==> src/rtl/watch_pkg.sv <==
// Shared mode encoding and digit limits for the watch timekeeping core and its display logic.
package watch_pkg;

    typedef enum logic [1:0] {
        MODE_RUN      = 2'd0,
        MODE_SET_HOUR = 2'd1,
        MODE_SET_MIN  = 2'd2,
        MODE_BAD      = 2'd3
    } mode_e;

    localparam int SEC_MAX  = 59;
    localparam int MIN_MAX  = 59;
    localparam int HOUR_MAX = 23;

endpackage

==> src/rtl/bcd_mod_counter.sv <==
// Two-digit BCD counter that wraps to 00 after tens==TENS_MAX, ones==ONES_MAX_AT_TENS_MAX.
module bcd_mod_counter #(
    parameter int TENS_MAX             = 5,
    parameter int ONES_MAX_AT_TENS_MAX = 9
) (
    input  logic       clk,
    input  logic       rst_n,
    input  logic       inc,
    input  logic       clr,
    output logic [3:0] tens,
    output logic [3:0] ones,
    output logic       carry
);

    logic at_max;

    assign at_max = (tens == 4'(TENS_MAX)) && (ones == 4'(ONES_MAX_AT_TENS_MAX));
    assign carry  = inc && at_max;

    always_ff @(posedge clk or negedge rst_n) begin
        if (!rst_n) begin
            tens <= 4'd0;
            ones <= 4'd0;
        end else if (clr) begin
            tens <= 4'd0;
            ones <= 4'd0;
        end else if (inc) begin
            if (at_max) begin
                tens <= 4'd0;
                ones <= 4'd0;
            end else if (ones == 4'd9) begin
                tens <= tens + 4'd1;
                ones <= 4'd0;
            end else begin
                ones <= ones + 4'd1;
            end
        end
    end

endmodule

==> src/rtl/watch_time_counter.sv <==
// Watch timekeeping core: 1 Hz prescaler, button edge detect, RUN/SET FSM and HH:MM:SS BCD counters.
module watch_time_counter
    import watch_pkg::*;
#(
    parameter int CLK_HZ = 50_000_000
) (
    input  logic       clk,
    input  logic       rst_n,
    input  logic       btn_mode,
    input  logic       btn_inc,
    output logic [3:0] hour_tens,
    output logic [3:0] hour_ones,
    output logic [3:0] min_tens,
    output logic [3:0] min_ones,
    output logic [3:0] sec_tens,
    output logic [3:0] sec_ones,
    output logic       tick_1hz,
    output logic [1:0] mode
);

    localparam int PW = (CLK_HZ > 2) ? $clog2(CLK_HZ) : 1;
    localparam logic [PW-1:0] PRESC_MAX = PW'(CLK_HZ - 1);

    mode_e         state, state_next;
    logic [PW-1:0] presc;
    logic          btn_mode_q, btn_inc_q;
    logic          mode_rise, inc_rise, inc_act;
    logic          exit_set;
    logic          sec_inc, sec_clr, sec_carry;
    logic          min_inc, min_carry;
    logic          hour_inc, hour_carry;

    assign mode_rise = btn_mode & ~btn_mode_q;
    assign inc_rise  = btn_inc & ~btn_inc_q;
    // A mode press on the same edge swallows the increment.
    assign inc_act   = inc_rise & ~mode_rise;
    assign exit_set  = (state == MODE_SET_MIN) && mode_rise;
    assign tick_1hz  = (presc == PRESC_MAX);
    assign mode      = state;

    always_ff @(posedge clk or negedge rst_n) begin
        if (!rst_n) begin
            presc      <= '0;
            btn_mode_q <= 1'b0;
            btn_inc_q  <= 1'b0;
            state      <= MODE_RUN;
        end else begin
            btn_mode_q <= btn_mode;
            btn_inc_q  <= btn_inc;
            state      <= state_next;
            if (exit_set || tick_1hz)
                presc <= '0;
            else
                presc <= presc + 1'b1;
        end
    end

    always_comb begin
        state_next = state;
        case (state)
            MODE_RUN:      if (mode_rise) state_next = MODE_SET_HOUR;
            MODE_SET_HOUR: if (mode_rise) state_next = MODE_SET_MIN;
            MODE_SET_MIN:  if (mode_rise) state_next = MODE_RUN;
            default:       state_next = MODE_RUN;
        endcase
    end

    // Ticks only advance time in RUN; a tick on the RUN->SET_HOUR edge still counts.
    assign sec_inc  = (state == MODE_RUN) && tick_1hz;
    assign sec_clr  = exit_set;
    assign min_inc  = ((state == MODE_RUN) && sec_carry) ||
                      ((state == MODE_SET_MIN) && inc_act);
    assign hour_inc = ((state == MODE_RUN) && min_carry) ||
                      ((state == MODE_SET_HOUR) && inc_act);

    bcd_mod_counter #(
        .TENS_MAX             (SEC_MAX / 10),
        .ONES_MAX_AT_TENS_MAX (SEC_MAX % 10)
    ) u_sec (
        .clk   (clk),
        .rst_n (rst_n),
        .inc   (sec_inc),
        .clr   (sec_clr),
        .tens  (sec_tens),
        .ones  (sec_ones),
        .carry (sec_carry)
    );

    bcd_mod_counter #(
        .TENS_MAX             (MIN_MAX / 10),
        .ONES_MAX_AT_TENS_MAX (MIN_MAX % 10)
    ) u_min (
        .clk   (clk),
        .rst_n (rst_n),
        .inc   (min_inc),
        .clr   (1'b0),
        .tens  (min_tens),
        .ones  (min_ones),
        .carry (min_carry)
    );

    bcd_mod_counter #(
        .TENS_MAX             (HOUR_MAX / 10),
        .ONES_MAX_AT_TENS_MAX (HOUR_MAX % 10)
    ) u_hour (
        .clk   (clk),
        .rst_n (rst_n),
        .inc   (hour_inc),
        .clr   (1'b0),
        .tens  (hour_tens),
        .ones  (hour_ones),
        .carry (hour_carry)
    );

    logic unused_carry;
    assign unused_carry = hour_carry;

endmodule

==> config.mk <==
export PLATFORM = sky130hd
export DESIGN_NAME = watch_time_counter
export DESIGN_NICKNAME = d
export VERILOG_FILES = /design/src/rtl/watch_pkg.sv /design/src/rtl/bcd_mod_counter.sv /design/src/rtl/watch_time_counter.sv
export SDC_FILE = /design/constraint.sdc
export NUM_CORES = 1
export LEC_CHECK = 0
export BUFFER_PORTS_ARGS = -buffer_cell sky130_fd_sc_hd__buf_2
export CORE_MARGIN = 2
export CORE_UTILIZATION = 53
export CTS_CLUSTER_SIZE = 14
export DETAILED_ROUTE_END_ITERATION = 8
export GPL_TIMING_DRIVEN = 1
export PLACE_DENSITY = 0.76
export SLEW_MARGIN = 20
export SYNTH_ARGS = -nofsm -noshare
export SYNTH_HDL_FRONTEND = slang
export SYNTH_SLANG_ARGS = --single-unit
==> constraint.sdc <==
create_clock -name clk -period 2.07 [get_ports clk]
set_input_delay 0.621 -clock clk [delete_from_list [all_inputs] [get_ports clk]]
set_output_delay 0.621 -clock clk [all_outputs]
set_load 0.01 [all_outputs]
==> impl_metrics.toml, run 1 <==
[worst_setup_path]
required_ns = 1.45
end_kind = "output pin"
reg2reg_slack_ns = -0.12
critPathArrivalTime_ns = 1.71
critPathBufInv = 2
r2r_end = "u_sec.ones[3]$_DFFE_PN0P_"
start_kind = "flop"
r2r_start = "presc[10]$_DFF_PN0_"
cp_cell_sequence = "ha_1, buf_4, and4_4, nand4_1, nor4_2, buf_2"
path_max_fanout = 3
critPathMaxStageDelay_ns = 0.37
r2r_cells = 8
critPathKind = "flop to output pin"
critical_path.top_delay_family = "simple AND/OR/NAND/NOR gates"
cpMaxStageDelayCell = "dfrtp_1"

[finish]
multi_input_area_um2 = 1560
instances_no_fill = 449
drive_gt1_share_pct = 29.3
final_common_cell = "dfrtp_1"
nets = 395
most-common-layout-cells = "dfrtp_1, nor2_1, buf_4"
fillers = 395
regArea_um2 = 1350
area_growth_pct = 28.0
antenna_cells = 0

[synthesis]
syn-instance-count = 298
muxShareOfSynthArea_pct = 4.96
netlist_top_cells_area = "dfrtp_1, nor2_1, ha_1, xor2_1, mux2_2"
yosysTopAreaCell = "dfrtp_1"
ys_ff_latch = 54
ys_types = 39
synth_top_area_share_pct = 46.6
synthesis.nets = 315
synth_warnings = 0
synthSimpleGateAreaFrac_pct = 27.4
synth_compound_area_share_pct = 5.35
synth.yosys.seq_area_share_pct = 46.6
synth-xor-area-share_pct = 8.15
synth_adder_area_share_pct = 5.61
synth_top_family_by_area = "simple AND/OR/NAND/NOR gates"
syn_area_um2 = 2900
syn_avg_cell_area_um2 = 9.73

[timing]
hold_slack_ns = 0.279
max_freq_mhz = 430
drv_slew = 0
finClkSkew_ns = 0.00966
worst_slew_pin_slew_ns = 0.544
hold_violations = 0
period_share_pct = 112
post-route-min-period_ns = 2.33
fin_setup_tns_ns = -0.592
rsz0062_at_grt = "yes"
slew_headroom_pct = 63.4
fin_ws_ns = -0.257
setup_viol = 5

[run]
cap_violations = 0

[global_routing]
antenna_found_initial = 0
overflow = 0
grt.total_usage_pct = 23.0
grt_max_degree = 55
grt_pass1_vias = 2412
grt_pass1_wl_mm = 11.1

[power_and_ir_drop]
total_power_mw = 4.25
p_leak_nw = 1.78
ir_drop_v = 0.000670
p_per_area_nw_per_um2 = 1150

[routing]
routed_wl_mm = 6.52
highest_layer = "met4"
wl_met3_um = 258
drt-wirelength-per-cell_um = 14.5
avgViaCountPerCell = 5.59
route.layer.met1.wl_mm = 3.01
met2_length_mm = 3.13
vias = 2510
route.detailed.drc = 0
ant_nets = 0
initialDrtViolationCount = 174
firstDrtPassIters = 4

[placement]
io_buffers = 30
pre_cts_ws_ns = -0.0671
dp_hpwl_mm = 4.49
gp_congestion = 0.810
placed_cells = 440

[clock_tree]
clock-sinks = 54
htree_levels = 2
insertion_delay_ns = 0.32
cts_buffers = 5
cts_max_path_buffers = 2
cts_hold_buf = 0
root_buffer = "clkbuf_8"
tritoncts = "yes"
path_clk_slew_ns = 0.10

[worst_hold_path]
min_path_type = "input pin to asynchronous set/reset pin"

[floorplanning]
dieArea_um2 = 6080
num_rows = 26
ioPinCount = 31
core-area_um2 = 5200
start_util_pct = 55.7
die_h_um = 78.0
die-width_um = 78.0

[outcome]
outcome = "finished, violations left"
violations = "negative setup slack"
==> kinds of logic (layout without fill, tap and decap cells) <==
| family | count (synthesis) | in the layout |
|---|---|---|
| and+or+nand+nor | 150 | 150 |
| adders and majority gates | 13 | 13 |
| DFF | 54 | 54 |
| xor gates and xnor gates | 27 | 27 |
| muxes | 13 | 13 |
| AOI/OAI and AO/OA | 26 | 26 |
| buffers and inverters | 15 | 96 |
==> synth_stat cells, drive strengths merged <==
| master | n |
|---|---|
| a21oi | 4 |
| and3 | 7 |
| and3b | 2 |
| and4 | 4 |
| clkbuf | 4 |
| dfrtp | 54 |
| ha | 13 |
| inv | 11 |
| mux2 | 11 |
| mux2i | 2 |
| nand2 | 19 |
| nand2b | 6 |
| nand3 | 20 |
| nand3b | 3 |
| nand4 | 11 |
| nand4b | 1 |
| nand4bb | 1 |
| nor2 | 50 |
| nor2b | 2 |
| nor3 | 5 |
| nor3b | 2 |
| nor4 | 7 |
| nor4bb | 1 |
| o211ai | 2 |
| o21ai | 14 |
| o221ai | 1 |
| o22ai | 1 |
| o2bb2ai | 2 |
| o31ai | 1 |
| o32a | 1 |
| or2 | 1 |
| or3 | 5 |
| or4 | 3 |
| xnor2 | 9 |
| xor2 | 18 |
==> flip-flops by register name, summed over array words and instances, names as in the netlist <==
signal	cells
btn_inc_q	1
btn_mode_q	1
mode	2
presc	26
u_hour.ones	4
u_hour.tens	4
u_min.ones	4
u_min.tens	4
u_sec.ones	4
u_sec.tens	4
==> layer usage <==
metal / vias up / track usage [%]
li1: 1202 / -
met1: 1228 / 31.8
met2: 67 / 36.2
met3: 13 / 4.42
met4: 0 / 8.07
met5: - / 0
==> through the flow <==
stage	cell area (um^2)	utilization [%]
after floorplan	2930	-
after global placement	3520	67.6
after detailed placement	3520	67.6
after CTS	3680	70.8
after global routing	3710	71.3
final	3710	71.3
==> worst max path at each step <==
stage,from,to,slack [ns],cells past startpoint
global placement,presc[18]$_DFF_PN0_,u_hour.tens[2]$_DFFE_PN0P_,-0.006,6
CTS,presc[0]$_DFF_PN0_,tick_1hz,-0.27,6
detailed placement,presc[18]$_DFF_PN0_,u_sec.ones[3]$_DFFE_PN0P_,-0.07,8
finish,presc[0]$_DFF_PN0_,tick_1hz,-0.26,6
floorplan,u_sec.ones[1]$_DFFE_PN0P_,u_hour.tens[1]$_DFFE_PN0P_,-0.05,7
global route,presc[0]$_DFF_PN0_,tick_1hz,-0.36,6
==> power by group <==
group          leakage, nW  total, mW  internal (mW)  switching (mW)
logic                 1.01       1.62          0.829           0.793
registers            0.699       1.76           1.42           0.343
clock network       0.0714      0.872          0.516           0.356
==> layout make-up <==
class	instances	area share, %
inverters	11	1.11
well taps	70	2.36
repair buffers	77	14.3
multi-input cells	229	42.0
clock buffers	6	2.22
flip-flops and latches	54	36.4
clock inverters	2	1.62
==> repair_timing <==
item,in CTS,in global routing
setup buffers,1,0
setup endpoints to repair,11,21
gates cloned,0,0
pin swaps,2,4
gates resized for setup,3,10
(Power assumes the default switching activity.)
==> run 2, diff against run 1 <==
--- a/config.mk
+++ b/config.mk
@@ -7,11 +7,10 @@
 export LEC_CHECK = 0
 export BUFFER_PORTS_ARGS = -buffer_cell sky130_fd_sc_hd__buf_2
 export CORE_MARGIN = 2
-export CORE_UTILIZATION = 53
+export CORE_UTILIZATION = 40
 export CTS_CLUSTER_SIZE = 14
 export DETAILED_ROUTE_END_ITERATION = 8
 export GPL_TIMING_DRIVEN = 1
-export PLACE_DENSITY = 0.76
 export SLEW_MARGIN = 20
 export SYNTH_ARGS = -nofsm -noshare
 export SYNTH_HDL_FRONTEND = slang
==> run 2 against run 1 <==
The run still ends with negative setup slack left. Sequential power is essentially flat. Clock power shrank 37%. Sequential cell count is the same. Combinational power is essentially flat. Critical path depth shrank 1. Via count shrank 2.6%. Sequential share of layout area shrank 0.44 points. Core utilization shrank 19 points. Count of clock-buffer cells in the layout grew 1. Global-route usage shrank 6.1 points. Die area grew 31%. Largest power group unchanged.
==> impl_metrics.toml, run 2 (synthesis gave the netlist of run 1 again) <==
[global_routing]
grt_max_degree = 55
grt_pass1_wl_mm = 10.7
grt.total_usage_pct = 16.8
antenna_found_initial = 0
overflow = 0
grt_pass1_vias = 2356

[power_and_ir_drop]
p_leak_nw = 1.83
ir_drop_v = 0.000548
p_per_area_nw_per_um2 = 1040
total_power_mw = 3.91

[floorplanning]
core-area_um2 = 7140
ioPinCount = 31
start_util_pct = 40.6
dieArea_um2 = 7950
num_rows = 31
die_h_um = 89.2
die-width_um = 89.2

[finish]
antenna_cells = 0
largest_reg_flops = 26
design_area_um2 = 3760
final_common_cell = "dfrtp_1"
fillers = 705
top_register = "presc"
nets = 401
drive_gt1_share_pct = 30.7
most-common-layout-cells = "dfrtp_1, buf_4, nor2_1"
area_growth_pct = 29.6

[worst_hold_path]
min_path_type = "input pin to asynchronous set/reset pin"

[worst_setup_path]
critPathBufInv = 2
r2r_start = "presc[1]$_DFF_PN0_"
start_kind = "flop"
end_kind = "output pin"
path_max_fanout = 3
critical_path.top_delay_family = "simple AND/OR/NAND/NOR gates"
critPathKind = "flop to output pin"
cp_cell_sequence = "nor4bb_2, buf_4, nand2_4, nor4_4, buf_2"
required_ns = 1.45
critPathArrivalTime_ns = 1.67
worstSetupStartpoint = "presc[11]$_DFF_PN0_"
critPathMaxStageDelay_ns = 0.40
cpMaxStageDelayCell = "dfrtp_1"

[timing]
slew_headroom_pct = 58.8
hold_slack_ns = 0.299
fin_ws_ns = -0.216
finClkSkew_ns = 0.00695
max_freq_mhz = 437
rsz0062_at_grt = "yes"
drv_slew = 0
post-route-min-period_ns = 2.29
worst_slew_pin_slew_ns = 0.612
setup_viol = 4
fin_setup_tns_ns = -0.278
period_share_pct = 110
hold_violations = 0

[routing]
drt-wirelength-per-cell_um = 12.8
firstDrtPassIters = 4
avgViaCountPerCell = 5.06
routed_wl_mm = 6.20
vias = 2444
initialDrtViolationCount = 108
route.detailed.drc = 0
ant_nets = 0

[clock_tree]
htree_levels = 2
root_buffer = "clkbuf_8"
cts_max_path_buffers = 2
clock-sinks = 54
cts_buffers = 5
path_clk_slew_ns = 0.09
tritoncts = "yes"
cts_hold_buf = 0
insertion_delay_ns = 0.30

[placement]
pre_cts_ws_ns = -0.0509
io_buffers = 30
gp_congestion = 0.864
dp_hpwl_mm = 4.55
postPlaceCellArea_um2 = 3560

[run]
cap_violations = 0

[outcome]
outcome = "finished, violations left"
violations = "negative setup slack"
==> run 2: cell types whose count changed in the layout (fill, tap and decap cells not counted), sizes merged <==
cell	before	now
buf	77	83
bufinv	2	0
clkbuf	6	7
==> run 2: path summary, 6_finish.rpt <==
check,cells past startpoint,slack [ns],to
hold reg to reg,1,0.52,u_hour.tens[3]$_DFFE_PN0P_
max in group asynchronous,2,1.52,presc[17]$_DFF_PN0_
setup reg to reg,7,-0.02,u_min.tens[0]$_DFFE_PN0P_
min in group clk,1,0.45,btn_mode_q$_DFF_PN0_
hold / removal,2,0.30,u_min.tens[3]$_DFFE_PN0P_
setup / recovery,5,-0.22,tick_1hz
==> run 2: per-stage QoR <==
step | utilization, % | instances
global placement | 49.9 | 471
CTS | 51.6 | 480
detailed placement | 49.9 | 471
finish | 52.6 | 483
global route | 52.6 | 483
floorplan | - | 298
==> run 2: what timing repair did <==
item | CTS | global route
buffers inserted | 2 | 3
pin swaps | 7 | 2
endpoints found under the setup margin | 10 | 21
endpoints found under the hold margin | 0 | 0
resized for setup | 6 | 14
==> run 2: layout make-up <==
class	instances	area (um^2)	share of cell area (%)
multi-input combinational	229	1600	42.5
inverter	11	41.3	1.10
clock buffer	7	76.3	2.03
tap	99	124	3.30
sequential	54	1350	36.0
timing repair buffer	83	568	15.1
==> run 2: power breakdown <==
part	internal (mW)	leakage, nW	switching [mW]
clock network	0.234	0.0383	0.314
logic	0.848	1.09	0.750
registers	1.42	0.699	0.348
total	2.50	1.83	1.41
==> run 2: per-layer routing <==
metal  GRT usage, %  wire, um  vias to the layer above
li1               -         -                     1218
met1           22.9      2910                     1184
met2           28.3      3020                       35
met3           2.40       203                        7
met4           4.48        70                        0
met5              0         0                        -
